$ cat src/rtl/uart_pkg.sv
// Shared UART definitions: receiver state encoding, baud divisor table, oversample default.
// Optional feature macro: UART_RX_PARITY_EN adds the PARITY state.
package uart_pkg;

  localparam int unsigned OVERSAMPLE_DEFAULT = 16;

  // 1200..115200 baud at 16x oversampling from a 100 MHz clock
  localparam logic [12:0] BAUD_DIV_TABLE [0:7] = '{
    13'd5208, 13'd2604, 13'd1302, 13'd651,
    13'd326,  13'd163,  13'd109,  13'd54
  };

  typedef enum logic [2:0] {
    RX_IDLE,
    RX_START,
    RX_DATA,
`ifdef UART_RX_PARITY_EN
    RX_PARITY,
`endif
    RX_STOP,
    RX_BREAK
  } rx_state_e;

endpackage

$ cat src/rtl/uart_rx_sync.sv
// Multi-flop synchronizer for the asynchronous RX line; flops reset to the idle (high) level.
module uart_rx_sync #(
  parameter int unsigned SYNC_STAGES = 2
) (
  input  logic clock,
  input  logic resetn,
  input  logic line,
  output logic line_sync
);

  logic [SYNC_STAGES-1:0] stages;

  always_ff @(posedge clock or negedge resetn) begin
    if (!resetn) stages <= '1;
    else         stages <= {stages[SYNC_STAGES-2:0], line};
  end

  assign line_sync = stages[SYNC_STAGES-1];

endmodule

$ cat src/rtl/uart_rx.sv
// Oversampling UART receiver: 8 data bits LSB first, one stop bit, break detection.
// Optional feature macro: UART_RX_PARITY_EN (one even-parity bit after the data).
import uart_pkg::*;

module uart_rx #(
  parameter int unsigned SYNC_STAGES = 2,
  parameter int unsigned OVERSAMPLE  = OVERSAMPLE_DEFAULT
) (
  input  logic       clock,
  input  logic       resetn,
  input  logic       uart_en,
  input  logic [2:0] baud_rx_sel,
  input  logic       RX,
  output logic       rec_valid,
  output logic [7:0] rec_data,
  output logic       frame_err,
  output logic       parity_err,
  output logic       busy
);

  localparam int unsigned OS_W = $clog2(OVERSAMPLE);
  localparam logic [OS_W-1:0] OS_MID  = OS_W'(OVERSAMPLE / 2 - 1);
  localparam logic [OS_W-1:0] OS_LAST = OS_W'(OVERSAMPLE - 1);

  rx_state_e        state, state_nx;
  logic             rx_s, rx_prev;
  logic [12:0]      tick_cnt, div_q;
  logic [OS_W-1:0]  os_cnt;
  logic [2:0]       bit_cnt;
  logic [7:0]       shreg;
  logic             tick, mid, fall;
  logic             valid_set, ferr_set;
`ifdef UART_RX_PARITY_EN
  logic             perr_set, par_bad;
`endif

  uart_rx_sync #(.SYNC_STAGES(SYNC_STAGES)) u_sync (
    .clock     (clock),
    .resetn    (resetn),
    .line      (RX),
    .line_sync (rx_s)
  );

  assign tick = (tick_cnt == div_q - 13'd1);
  assign mid  = tick && (os_cnt == OS_MID);
  assign fall = rx_prev && !rx_s;
  assign busy = (state != RX_IDLE);

  always_comb begin
    state_nx  = state;
    valid_set = 1'b0;
    ferr_set  = 1'b0;
`ifdef UART_RX_PARITY_EN
    perr_set  = 1'b0;
`endif
    if (!uart_en) begin
      state_nx = RX_IDLE;
    end else begin
      case (state)
        RX_IDLE:  if (fall) state_nx = RX_START;
        RX_START: if (mid) state_nx = rx_s ? RX_IDLE : RX_DATA;
        RX_DATA: begin
          if (mid && bit_cnt == 3'd7) begin
`ifdef UART_RX_PARITY_EN
            state_nx = RX_PARITY;
`else
            state_nx = RX_STOP;
`endif
          end
        end
`ifdef UART_RX_PARITY_EN
        RX_PARITY: begin
          if (mid) begin
            state_nx = RX_STOP;
            perr_set = (^shreg) != rx_s;
          end
        end
`endif
        RX_STOP: begin
          if (mid) begin
            if (rx_s) begin
`ifdef UART_RX_PARITY_EN
              valid_set = !par_bad;
`else
              valid_set = 1'b1;
`endif
              state_nx  = RX_IDLE;
            end else begin
              ferr_set = 1'b1;
              state_nx = RX_BREAK;
            end
          end
        end
        RX_BREAK: if (rx_s) state_nx = RX_IDLE;
        default:  state_nx = RX_IDLE;
      endcase
    end
  end

  // Counters sit at zero throughout IDLE, which also provides the clear on entry to START.
  always_ff @(posedge clock or negedge resetn) begin
    if (!resetn) begin
      state    <= RX_IDLE;
      rx_prev  <= 1'b1;
      tick_cnt <= '0;
      os_cnt   <= '0;
      bit_cnt  <= '0;
      div_q    <= '0;
      shreg    <= '0;
    end else begin
      state   <= state_nx;
      rx_prev <= rx_s;
      if (state == RX_IDLE) begin
        tick_cnt <= '0;
        os_cnt   <= '0;
        bit_cnt  <= '0;
        if (state_nx == RX_START) div_q <= BAUD_DIV_TABLE[baud_rx_sel];
      end else begin
        tick_cnt <= tick ? '0 : tick_cnt + 13'd1;
        if (tick) os_cnt <= (os_cnt == OS_LAST) ? '0 : os_cnt + OS_W'(1);
        if (state == RX_DATA && mid) begin
          shreg   <= {rx_s, shreg[7:1]};
          bit_cnt <= bit_cnt + 3'd1;
        end
      end
    end
  end

  always_ff @(posedge clock or negedge resetn) begin
    if (!resetn) begin
      rec_valid <= 1'b0;
      frame_err <= 1'b0;
      rec_data  <= '0;
    end else begin
      rec_valid <= valid_set;
      frame_err <= ferr_set;
      if (valid_set) rec_data <= shreg;
    end
  end

`ifdef UART_RX_PARITY_EN
  always_ff @(posedge clock or negedge resetn) begin
    if (!resetn) begin
      parity_err <= 1'b0;
      par_bad    <= 1'b0;
    end else begin
      parity_err <= perr_set;
      if (state == RX_IDLE) par_bad <= 1'b0;
      else if (perr_set)    par_bad <= 1'b1;
    end
  end
`else
  assign parity_err = 1'b0;
`endif

endmodule

$ cat config.mk
export PLATFORM = sky130hd
export DESIGN_NAME = uart_rx
export DESIGN_NICKNAME = d
export VERILOG_FILES = /design/src/rtl/uart_pkg.sv /design/src/rtl/uart_rx_sync.sv /design/src/rtl/uart_rx.sv
export SDC_FILE = /design/constraint.sdc
export NUM_CORES = 1
export LEC_CHECK = 0
export CELL_PAD_IN_SITES_DETAIL_PLACEMENT = 1
export CELL_PAD_IN_SITES_GLOBAL_PLACEMENT = 2
export CORE_ASPECT_RATIO = 0.6
export CORE_UTILIZATION = 39
export DETAILED_ROUTE_END_ITERATION = 8
export PLACE_DENSITY = 0.84
export REMOVE_ABC_BUFFERS = 1
export SETUP_SLACK_MARGIN = 0.3
export SYNTH_ARGS = -nofsm -noshare
export SYNTH_HDL_FRONTEND = slang
export SYNTH_SLANG_ARGS = --single-unit
$ cat constraint.sdc
create_clock -name clock -period 3.91 [get_ports clock]
set_input_delay 0.782 -clock clock [delete_from_list [all_inputs] [get_ports clock]]
set_output_delay 0.782 -clock clock [all_outputs]
set_load 0.02 [all_outputs]
== Word level (Yosys, flattened, before mapping) ==
Memories as Yosys holds them, arrays and structs flattened. A register that Yosys moved wholly into a read port is not among the register bits.
Index checks and enable logic that the tools add are counted.
Word-level totals
  input bits: 7
  memory bits (read-only): 104
  register bits after elaboration: 44
  word-level logic and storage cells: 62
  latch bits: 0
  memory bits (writable): 0
  output and inout bits: 12
  memories: 1
Memory list
  (no name shown): words 8, bits a word 13, read ports 1, clocked after memory_dff 1, wr ports 0, RTL line uart_rx.sv:117  | if (state_nx == RX_START) div_q <= BAUD_DIV_TABLE[baud_rx_sel];
Cells by class
  add/sub/neg operators: 4
  shift operators: 0
  reductions and logical operators: 12
  muxes and demuxes: 24
  equality and inequality tests: 9
  magnitude comparators: 0
  multipliers: 0
  divide/modulo/power cells: 0
  bitwise logic cells: 2
Operators by type and width (number)
  $mux W3: 9
  $mux W13: 2
  $pmux W3 S5: 1
  $add A13 B1 Y13 const B: 1
  $eq A13 B13 Y1: 1
  $sub A13 B1 Y13 const B: 1
  $mux W4: 3
  $mux W1: 8
  $eq A3 B1 Y1 const B: 2
  $eq A3 B2 Y1 const B: 2
  $eq A3 B3 Y1 const B: 2
  $add A4 B1 Y4 const B: 1
  $eq A4 B3 Y1 const B: 1
  $eq A4 B4 Y1 const B: 1
  $logic_and A1 B1 Y1: 4
  $not A3 Y4: 1
  $reduce_and A2 Y1: 2
  $reduce_bool A2 Y1: 2
  $add A3 B1 Y3 const B: 1
  $logic_not A3 Y1: 1
  $reduce_bool A3 Y1: 1
  $logic_not A1 Y1: 2
  $mux W2: 1
  $not A1 Y1: 1

== Logic depth before layout (Yosys ltp) ==
  word-level depth: 9
  gate-level depth with buffers: 11
  gate-level depth less buffers: 9

== Modules after synthesis ==
From an unflattened synthesis, not the netlist that was laid out.
Unflattened totals
  cell total of the unflattened synthesis: 314
  area, all modules: 3270.6 um^2
By module, submodules not included
  uart_rx: cells each 312, sequential area each 1377.6 um^2, instances 1, area each 3218.1 um^2
  uart_rx_sync: cells each 2, sequential area each 52.6 um^2, instances 1, area each 52.6 um^2

== Worst setup path before layout ==
Ideal clock, no wire load.
  path type: register to register
  start: register div_q[0]
  end: register shreg[0]
  cell stages (with the launch flop): 10
  arrival: 2.718 ns
  period minus slack after synthesis: 2.843 ns
  required time: 3.785 ns
  slack: 1.067 ns
  cells stage by stage: dfrtp_1 > inv_1 > ha_1 > nor2b_1 > or3_1 > a31o_2 > a2111oi_4 > o211ai_4 > nor3_4 > mux2_2
On the way
  cells in the longest elaborated chain, start to end: 5
Ends and longest elaborated chain
  from (decl): RTL line uart_rx.sv:27  | logic [12:0] tick_cnt, div_q;
  $sub A13 B1 Y13: RTL line uart_rx.sv:44  | assign tick = (tick_cnt == div_q - 13'd1);
  $eq A13 B13 Y1: RTL line uart_rx.sv:44
  $logic_and A1 B1 Y1: RTL line uart_rx.sv:45  | assign mid = tick && (os_cnt == OS_MID);
  $logic_and A1 B1 Y1: RTL line uart_rx.sv:121  | if (state == RX_DATA && mid) begin
  $reduce_and A2 Y1 (no source line)
  to (signal assigned): RTL line uart_rx.sv:122  | shreg <= {rx_s, shreg[7:1]};
  to (decl): RTL line uart_rx.sv:30  | logic [7:0] shreg;
Every way passes these cells.
A chain may end at the register's enable or synchronous reset.

== Final worst setup path ==
  start: register div_q[2]
  end: register shreg[1]
The elaborated chain is that of the path after synthesis.

==> impl_metrics.json <==
{
  "cts_tree": "yes",
  "p_seq_frac": 0.433,
  "fin_util": 0.483,
  "netlist_area_um2": 3070,
  "area_delta_synth_final_pct": 17.1,
  "finalCritPeriodShare": 0.828,
  "synth.distinct_cells": 52,
  "grt_usage": 0.203,
  "reg2regPathDepth": 7,
  "status": "completed",
  "postSynthCellCount": 295,
  "final-hold-violation-count": 0,
  "coreArea_um2": 7450,
  "synthTopCellsByCount": "dfrtp_1 (54), nor2_1 (25), nand2_1 (22), mux2_2 (19), o21ai_0 (18)",
  "start_util": 0.412,
  "max_cap_violations": 0,
  "gr-total-overflow": 0,
  "vias": 2250,
  "p_sw_mw": 0.436,
  "synth_top_area_share": 0.440,
  "finalSetupViolCount": 0,
  "clk_latency_ns": 0.34,
  "synth.area.top_cells": "dfrtp_1 (44%), mux2_2 (7.0%), ha_1 (4.5%), xor2_1 (4.3%), nor2_1 (3.1%)",
  "switching_share": 0.281,
  "pwr-share-clk": 0.449,
  "clockRootBuffer": "clkbuf_16",
  "reg2reg_to": "shreg[1]$_DFFE_PN0P_",
  "end_kind": "flop",
  "start_kind": "flop",
  "finClkSkew_ns": 0.00594,
  "die_h_um": 70.7,
  "cts_sinks": 57,
  "synth-seq-cells": 57,
  "grt_first_pass_wirelength_um": 12100,
  "ys_seq_area_frac": 0.466,
  "p_total_mw": 1.55,
  "post_drt_wl_per_cell_um": 17.1,
  "cts_buffer_depth": 2,
  "drc": 0,
  "yosysWarnings": 0,
  "reg2reg_from": "div_q[2]$_DFFE_PN0P_",
  "p_per_area_nw_per_um2": 432,
  "num_rows": 24,
  "worstPathMaxFanout": 12,
  "report.final.slew_viol_count": 0,
  "dieArea_um2": 8240,
  "drt-initial-drc-count": 123,
  "drtAntennaViolNets": 0,
  "dp_hpwl_um": 5200,
  "p_leak_nw": 1.64,
  "synth_edf_count": 0,
  "drive_gt1_frac": 0.150,
  "synth_flop_cell": "dfrtp_1",
  "cts_hold_buf": 0,
  "cts-resized-gates": 0,
  "htreeDepth": 3,
  "antenna_found_initial": 0,
  "final.setup.tns_ns": 0,
  "worst-slew-pin-transition_ns": 1.02,
  "fmax_ghz": 0.309,
  "rsz0062_at_grt": "false",
  "maxSlewHeadroom": 0.317,
  "synthArstFlopShare": 1.00,
  "synth.avg_cell_area_um2": 10.4,
  "crit_type": "flop to flop",
  "dr.pass1.iters": 4,
  "gp_congestion": 0.777,
  "routed_wl_um": 7290,
  "diodes": 0,
  "holdPathStages": 0,
  "cts_setup_buffers": 0,
  "yosysMostFrequentCell": "dfrtp_1",
  "rrSetupSlack_ns": 0.67,
  "cp_data_arrival_time_ns": 3.45,
  "synth_largest_area_cell": "dfrtp_1",
  "min_to": "u_sync.stages[1]$_DFF_PN1_",
  "io-pin-count": 19,
  "fin_nets": 334,
  "die_width_um": 117,
  "critical_path_required_ns": 4.13,
  "grt_max_degree": 46,
  "p_int_mw": 1.12,
  "cts.clk_slew.worst_paths_ns": 0.05,
  "viasPerCell": 5.29,
  "port_buffers": 17,
  "cts_buffers": 9,
  "min_period_ns": 3.24,
  "power_frac_comb": 0.118,
  "ir_drop_uv": 250,
  "grt_pass1_vias": 2234,
  "hp-start": "u_sync.stages[0]$_DFF_PN1_",
  "hp-class": "flop to flop"
}
-- how the worst max path moves through the flow --
stage                          from                   end  depth (start not counted)  slack (ns)
2_1_floorplan  div_q[0]$_DFFE_PN0P_  shreg[0]$_DFFE_PN0P_                          9         1.0
3_3_place_gp   div_q[0]$_DFFE_PN0P_  shreg[2]$_DFFE_PN0P_                          9        0.80
3_5_place_dp   div_q[2]$_DFFE_PN0P_  shreg[1]$_DFFE_PN0P_                          7        0.68
4_1_cts        div_q[2]$_DFFE_PN0P_  shreg[1]$_DFFE_PN0P_                          7        0.67
5_1_grt        div_q[2]$_DFFE_PN0P_  shreg[4]$_DFFE_PN0P_                          7        0.48
6_report       div_q[2]$_DFFE_PN0P_  shreg[1]$_DFFE_PN0P_                          7        0.67
-- flip-flops by register name, summed over array words and instances, names as in the netlist --
name and count:
rec_valid 1, state 3, rx_prev 1, rec_data 8, div_q 13, tick_cnt 13, os_cnt 4, frame_err 1
u_sync.stages 2, bit_cnt 3, shreg 8
-- worst max-delay path: stages, from the launching register on --
cell	delay [ns]
dfrtp_1	0.48
or4_1	0.61
nor3_1	0.22
mux2_2	0.37
o21ai_1	0.29
o211ai_4	0.23
nor3_4	0.52
mux2_2	0.39
-- layer usage --
metal	vias to the layer above	wire [µm]	global-route usage
met2	37	2920	0.260
met4	0	160	0.0983
met3	13	364	0.0626
met5	-	0	0
met1	1117	3850	0.303
li1	1083	-	-
-- power by group through the flow --
| stage | logic (mW) | clock network (mW) | registers [mW] |
|---|---|---|---|
| 2_1_floorplan | 0.130 | 0 | 0.660 |
| 3_3_place_gp | 0.179 | 0 | 0.677 |
| 3_5_place_dp | 0.184 | 0 | 0.681 |
| 4_1_cts | 0.186 | 0.718 | 0.672 |
| 5_1_grt | 0.206 | 0.738 | 0.678 |
| 6_report | 0.183 | 0.697 | 0.672 |
-- logic make-up after synthesis --
| logic type | count (synthesis) | synth area share |
|---|---|---|
| AO/OA/AOI/OAI | 47 | 0.106 |
| XOR/XNOR | 22 | 0.0628 |
| adder cells (fa/ha/maj) | 11 | 0.0449 |
| buffers and inverters | 23 | 0.0330 |
| flip-flops | 57 | 0.466 |
| multiplexers | 28 | 0.0995 |
| other | 1 | 0.00122 |
| AND/OR/NAND/NOR | 106 | 0.186 |
-- layout make-up --
cell class	count	area, µm²
Fill cell	860	3850
Multi-Input combinational cell	215	1540
Sequential cell	57	1430
Clock buffer	10	229
Timing Repair Buffer	19	180
Tap cell	104	130
Inverter	14	52.6
Clock inverter	6	35.0
-- per-stage QoR --
stage                     setup slack, ns  hold WS (ns)  instances  instance area (µm²)
after floorplan                     0.996         0.345        286                 3020
after global placement              0.796         0.348        409                 3330
after detailed placement            0.678         0.348        409                 3330
after CTS                           0.671         0.360        425                 3590
after global routing                0.482         0.367        425                 3590
final                               0.674         0.358        425                 3590
-- layout by cell type, fill, tap and decap left out, drive strengths merged, types with 10 or more instances in the layout --
cell	Yosys	routed
a21oi	10	10
clkbuf	4	10
clkdlybuf4s50	0	16
dfrtp	54	54
ha	11	11
inv	14	14
mux2	20	20
nand2	22	22
nor2	25	25
nor3	10	10
o21ai	19	19
xor2	15	15
(Power assumes the default switching activity.)
